### src/rtl/usb_ctrl_rdonly.sv
// usb_ctrl_rdonly: read-only slave-FIFO controller for the CYUSB3014.
// Issues bursts of reads and forwards words through a 4-entry skid buffer.
`timescale 1ns/1ps
module usb_ctrl_rdonly #(
  parameter int pack_len = 256,
  parameter int RD_LAT   = 2
) (
  input  logic        clk,
  input  logic        res_n,
  input  logic [31:0] data,
  input  logic        flaga,
  input  logic        flagb,
  input  logic        flagc,
  input  logic        flagd,
  output logic        slcs_n,
  output logic        slrd_n,
  output logic        sloe_n,
  output logic        slwr_n,
  output logic        pktend_n,
  output logic [1:0]  a,
  output logic        pclk,
  output logic [31:0] dataOUT,
  output logic        dout_vld,
  output logic        dout_last,
  input  logic        dout_rdy
);

  localparam logic [3:0] S_REST   = 4'd0;
  localparam logic [3:0] S_IDLE   = 4'd1;
  localparam logic [3:0] S_READ   = 4'd2;
  localparam logic [3:0] S_RDELAY = 4'd3;
  localparam logic [3:0] S_RSTOP  = 4'd4;

  localparam logic [8:0] PLEN = 9'(pack_len);

  logic [3:0]        state, state_nx;
  logic [8:0]        rd_cnt;
  logic [2:0]        delay_cnt, dly_nx;
  logic [RD_LAT-1:0] pv, pl, mpipe;
  logic [31:0]       mem [4];
  logic [3:0]        mlast;
  logic [1:0]        wp, rp;
  logic [2:0]        cnt;
  logic [8:0]        inflight;
  logic              rd_low, issue, rd_exit, mark, mskid;
  logic              push, push_last, pop, sel_on;
  logic              unused_flags;

  assign unused_flags = flaga ^ flagb;
  assign slwr_n   = 1'b1;
  assign pktend_n = 1'b1;
  assign pclk     = clk;

  assign rd_low   = !slrd_n;
  assign dout_vld = (cnt != 3'd0);
  assign pop      = dout_vld & dout_rdy;
  assign dataOUT  = mem[rp];
  assign dly_nx   = delay_cnt + 3'd1;

  // Reads whose word has not yet landed in the skid buffer
  always_comb begin
    inflight = {8'd0, rd_low};
    for (int i = 0; i < RD_LAT; i++)
      inflight = inflight + {8'd0, pv[i]};
  end

  assign issue = (state == S_READ) & flagc & flagd & dout_rdy
               & (rd_cnt < PLEN)
               & (({6'd0, cnt} + inflight) <= 9'd3);
  assign rd_exit = (state == S_READ)
                 & ((rd_cnt >= PLEN) | !flagc | !flagd);
  assign mark = rd_exit & (rd_cnt != 9'd0);

  // On exit, tag the youngest outstanding read as the last of the burst
  always_comb begin
    logic seen;
    seen  = rd_low;
    mpipe = '0;
    for (int i = 0; i < RD_LAT; i++) begin
      if (pv[i] && !seen) begin
        mpipe[i] = mark;
        seen     = 1'b1;
      end
    end
    mskid = mark & !seen & (cnt != 3'd0);
  end

  assign push      = pv[RD_LAT-1];
  assign push_last = pl[RD_LAT-1] | mpipe[RD_LAT-1];
  assign dout_last = dout_vld
                   & (mlast[rp] | (mskid & (cnt == 3'd1)));

  // Next-state decode
  always_comb begin
    state_nx = state;
    case (state)
      S_REST:   state_nx = S_IDLE;
      S_IDLE:   if (flagc && dout_rdy && cnt == 3'd0)
                  state_nx = S_READ;
      S_READ:   if (rd_exit) state_nx = S_RDELAY;
      S_RDELAY: if (inflight == 9'd0) state_nx = S_RSTOP;
      S_RSTOP:  if (dly_nx >= 3'd4) state_nx = S_IDLE;
      default:  state_nx = S_IDLE;
    endcase
  end

  assign sel_on = (state_nx == S_READ) | (state_nx == S_RDELAY);

  // State, counters and registered bus strobes
  always_ff @(posedge clk or negedge res_n) begin
    if (!res_n) begin
      state     <= S_REST;
      slcs_n    <= 1'b1;
      slrd_n    <= 1'b1;
      sloe_n    <= 1'b1;
      a         <= 2'b00;
      rd_cnt    <= '0;
      delay_cnt <= '0;
    end else begin
      state  <= state_nx;
      slcs_n <= !sel_on;
      sloe_n <= !sel_on;
      slrd_n <= !issue;
      a      <= 2'b11;
      if (state == S_IDLE) rd_cnt <= '0;
      else if (issue)      rd_cnt <= rd_cnt + 9'd1;
      if (state == S_RSTOP) delay_cnt <= dly_nx;
      else                  delay_cnt <= '0;
    end
  end

  // Read-tag pipeline matching the FIFO read latency
  always_ff @(posedge clk or negedge res_n) begin
    if (!res_n) begin
      pv <= '0;
      pl <= '0;
    end else begin
      pv[0] <= rd_low;
      pl[0] <= rd_low & mark;
      for (int i = 1; i < RD_LAT; i++) begin
        pv[i] <= pv[i-1];
        pl[i] <= pl[i-1] | mpipe[i-1];
      end
    end
  end

  // Four-entry skid buffer between the bus and downstream
  always_ff @(posedge clk or negedge res_n) begin
    if (!res_n) begin
      for (int i = 0; i < 4; i++) mem[i] <= '0;
      mlast <= '0;
      wp    <= '0;
      rp    <= '0;
      cnt   <= '0;
    end else begin
      if (push) begin
        mem[wp]   <= data;
        mlast[wp] <= push_last;
        wp        <= wp + 2'd1;
      end
      if (mskid) mlast[wp - 2'd1] <= 1'b1;
      if (pop) rp <= rp + 2'd1;
      cnt <= cnt + {2'd0, push} - {2'd0, pop};
    end
  end

  // A push into a full buffer means the issue throttle is broken
  always_ff @(posedge clk) begin
    if (res_n)
      assert (!(push && cnt == 3'd4))
        else $error("skid buffer overflow");
  end

endmodule

### config.mk
export PLATFORM = sky130hd
export DESIGN_NAME = usb_ctrl_rdonly
export DESIGN_NICKNAME = d
export VERILOG_FILES = /design/src/rtl/usb_ctrl_rdonly.sv
export SDC_FILE = /design/constraint.sdc
export NUM_CORES = 1
export LEC_CHECK = 0
export CAP_MARGIN = 20
export CORE_UTILIZATION = 56
export DETAILED_ROUTE_END_ITERATION = 8
export PLACE_DENSITY_LB_ADDON = 0.25
export SLEW_MARGIN = 40
export SYNTH_ARGS = -nofsm -noshare
export SYNTH_HDL_FRONTEND = slang
export SYNTH_SLANG_ARGS = --single-unit
export TNS_END_PERCENT = 10
### constraint.sdc
create_clock -name clk -period 3.1 [get_ports clk]
set_input_delay 0.31 -clock clk [delete_from_list [all_inputs] [get_ports clk]]
set_output_delay 0.31 -clock clk [all_outputs]
set_load 0.02 [all_outputs]
* Yosys cells after proc, flatten, opt, wreduce, memory -nomap -nowiden
Cells that the tools add are included.
** Word-level totals
- Register bits :: 162
- Input port bits :: 39
** Cells by class
- Add/sub/neg operators :: 10
- $lt $le $gt $ge :: 12
- Eq/ne operators :: 7
- Muxes and demuxes :: 27
- Bitwise gates (word level) :: 22
- Reductions and logical operators :: 19
** Operator list (count)
- bitwise mux 128 bit :: 1
- 2-to-1 mux 32 bit :: 3
- binary-select mux 32 bit (select 2 bit) :: 1
- demux 32 bit (select 2 bit) :: 1
- 2-to-1 mux 4 bit :: 6
- 2-to-1 mux 9 bit :: 2
- equality test 4 x 2 -> 1 bit (second input constant) :: 4
- case mux 4 bit (4 select lines) :: 1
- bitwise AND 1 bit :: 13
- adder 9 x 1 -> 9 bit (second input constant) :: 1
- greater-or-equal comparator 3 bit (second input constant) :: 3
- greater-or-equal comparator 9 bit (second input constant) :: 1
- zero test 9 bit :: 1
- less-than comparator 2 x 3 -> 1 bit (second input constant) :: 3
- less-than comparator 9 bit (second input constant) :: 1
- nonzero test 9 bit :: 1
- logical AND 1 bit :: 7
- zero test 1 bit :: 7
- 2-to-1 mux 1 bit :: 7
- inverter 2 -> 3 bit :: 2
- OR 1 bit :: 6
- adder 2 x 1 -> 2 bit (second input constant) :: 2
- adder 3 x 3 -> 4 bit :: 1
- bitwise mux 4 bit :: 1
- other kinds (19) :: 21

* Depth between registers and ports, before layout
- Depth in word-level cells :: 11
- Gate-level depth with buffers :: 9
- Mapped depth without buffers :: 8

==> reports/metrics.csv <==
stage,metric,value,unit
min_path,Min-Delay Path Class,primary input to async pin,
placement,number of port buffers,76,
logic_synthesis,most area-hungry cell type in the Yosys netlist,dfrtp_1,
sta,setup repair after global routing missed its margin,no,
logic_synthesis,register area share after synthesis,55.47,%
cts,clk slew on worst S/H paths,0.06,ns
critical_path,crit path DAT,2.59,ns
pwr,clock share of power,34.4,%
sta,Final Hold Fails,0,
die,Die Width,116.3,um
pwr,Comb pwr share,28.1,%
route,DR WL/cell,18.59,um
global_routing,number of global-route vias before repair,4631,
route,antenna-violating nets left,0,
final_layout,Finished Layout Cells,751,
pwr,Switch Pwr,1.814,mW
placement,routability congestion estimate,0.8266,
global_routing,GR Util met2,39.05,%
global_routing,first-pass GRT wire length,23360,um
sta,"Setup violations, final",0,
pwr,total internal power,4.627,mW
flow_run,maxcap violations,0,
logic_synthesis,Mapped Cells,480,
pwr,sequential power share,37.5,%
route,via count,4241,
route,drt drc,0,
logic_synthesis,most common cell in the netlist,dfrtp_1,
sta,Worst slew margin,57.59,%
route,DRT iter0 DRCs,199,
critical_path,critical path endpoint category,output pin,
final_layout,P&R area growth vs syn,22.40,%
sta,worst hold slack,0.3213,ns
global_routing,Total GRT Usage,23.48,%
critical_path,critical path startpoint category,flop,
outcome,status,completed,
sta,post-layout min period,2.896,ns
pwr,Overall Power,6.441,mW
die,die height,116.3,um
logic_synthesis,Commonest cells post-synth,"dfrtp_1 (160), mux2_2 (128), mux4_2 (33), ha_1 (14), inv_1 (14)",
die,Starting Density,57.72,%
global_routing,Top Usage Layer GRT,met2,
sta,setup_tns,0,ns
route,final wirelength,13960,um
sta,actual slew at the worst max-slew pin,0.6334,ns
final_layout,final net count,622,
logic_synthesis,Unique masters post-synth,46,
die,I/O pin count,81,
placement,HPWL Detailed,9000,um
critical_path,Worst Path Required,2.79,ns
sta,final worst-path cycle share,93.41,%
logic_synthesis,Seq cells post-synth,162,
pwr,Leak,3.790,nW
logic_synthesis,Post-synth EDFFs,0,
sta,Fin Clk Skew,0.004556,ns
sta,count of pins over their slew limit,0,
critical_path,worst reg-to-reg setup slack,0.53,ns
final_layout,final-layout fill cell count,868,
logic_synthesis,"Warnings, synthesis",0,
global_routing,total gr overflow,0,
route,drt first pass iters,4,
sta,post-layout worst setup margin,0.2044,ns
die,Core Region,12670,um^2
logic_synthesis,"Cell Area, Synth",7313,um^2
sta,fmax,345.4,MHz
placement,dpl cells,713,
cts,CTS tree,done,
final_layout,# diodes,0,
global_routing,grt met1 use,30.09,%
global_routing,met3 Resource Use GR,6.072,%
global_routing,largest net degree at the start of global routing,79,
cts,worst-skew pair later-pin latency,0.53,ns
critical_path,kind of critical path,flop to output pin,
logic_synthesis,fraction of registers with async set or reset after synthesis,100.0,%
placement,Place WS,0.3358,ns
final_layout,layout cells sized above 1,38.51,%
die,full die area,13520,um^2
logic_synthesis,post-synth top area share,54.75,%
critical_path,"Max FO, Critical Path",9,
logic_synthesis,syn_area_per_cell,15.24,um^2
pwr,Max VDD drop,0.6406,mV
pwr,switch share,28.16,%
global_routing,antenna violations before repair,0,
logic_synthesis,main flop type after synthesis,dfrtp_1,
route,Via density,5.647,
pwr,Pwr Density,719.6,nW/um^2
logic_synthesis,synth top area cells,"dfrtp_1 (55%), mux2_2 (20%), mux4_2 (10%), ha_1 (2.4%), dfstp_2 (0.72%)",
die,row count,41,
[registers in the layout (all words and copies together) (netlist names), 3 cells and up]
name,flops
mem,128
rd_cnt,9
mlast,4
state,4
cnt,3
delay_cnt,3
[path summary, 6_finish.rpt]
check                              from      endpoint  depth (start not counted)
max                            state[2]     dout_last                          5
min                               res_n       mem[10]                          2
max reg2reg                       pv[1]     rd_cnt[5]                          8
min reg2reg                delay_cnt[0]  delay_cnt[0]                          1
max in group asynchronous         res_n        sloe_n                          3
min in group clk           delay_cnt[0]  delay_cnt[0]                          1
[logic make-up after synthesis]
group           synth area share, %
flops                         55.47
xor+xnor                     0.9581
compound gates                2.498
other cells                  0.1027
mux                           30.56
buf+inv                       2.635
simple gates                  4.842
fa+ha+maj                     2.943
[stage by stage]
step,cell area (um^2),utilization [%]
floorplan,7321,-
global placement,8285,65.39
detailed placement,8285,65.39
CTS,8929,70.47
global route,8951,70.64
finish,8951,70.64
[cells in the final DEF, fill, tap and decap left out, drive strengths merged, types with 4 or more instances in the layout]
cell type      instances
a21oi                  8
a41oi                  4
buf                   16
clkbuf                29
clkdlybuf4s50         74
clkinv                 4
conb                   4
dfrtp                160
ha                    14
inv                   14
mux2                 128
mux2i                  5
mux4                  33
nand2                 11
nand3                  7
nand4                  4
nor2                  11
o21ai                  7
or3                    6
xnor2                  5
[routing by layer]
| layer | wire, um | up-vias | part of all wire [%] |
|---|---|---|---|
| li1 | - | 1914 | - |
| met5 | 0 | - | 0 |
| met2 | 7155 | 109 | 51 |
| met4 | 177 | 0 | 1.3 |
| met1 | 5974 | 2204 | 43 |
| met3 | 652 | 14 | 4.7 |
[timing repair]
| action | 4_1_cts | 5_1_grt |
|---|---|---|
| endpoints found under the setup margin | 1 | 1 |
| gates resized for setup | 1 | 0 |
| setup buffers | 0 | 3 |
| hold buffers | 1 | 0 |
| pin swaps | 0 | 1 |
| endpoints found under the hold margin | 56 | 0 |
[power by group through the flow]
stage | Clock [mW] | Combinational, mW | Sequential (mW)
2_1_floorplan | 0.0377 | 1.18 | 2.33
5_1_grt | 2.35 | 1.94 | 2.44
3_3_place_gp | 0.0433 | 1.81 | 2.44
4_1_cts | 2.26 | 1.84 | 2.42
6_report | 2.21 | 1.81 | 2.41
3_5_place_dp | 0.0433 | 1.83 | 2.45
[area by class of cell]
class	instances	area [um^2]	area share, %
well taps	172	215.2	2.404
flip-flops and latches	162	4059	45.35
repair buffers	91	898.4	10.04
clock inverters	5	50.05	0.5591
clock buffers	30	594.3	6.640
multi-input cells	277	3082	34.43
inverters	14	52.55	0.5871
[critical path: stages, from the launching register on]
cell and delay, ns:
dfrtp_1 0.50, or4b_4 0.58, a211oi_4 0.24, nand3_1 0.13, o31ai_2 0.23, dlygate4sd2_1 0.37
(Power assumes the default switching activity.)
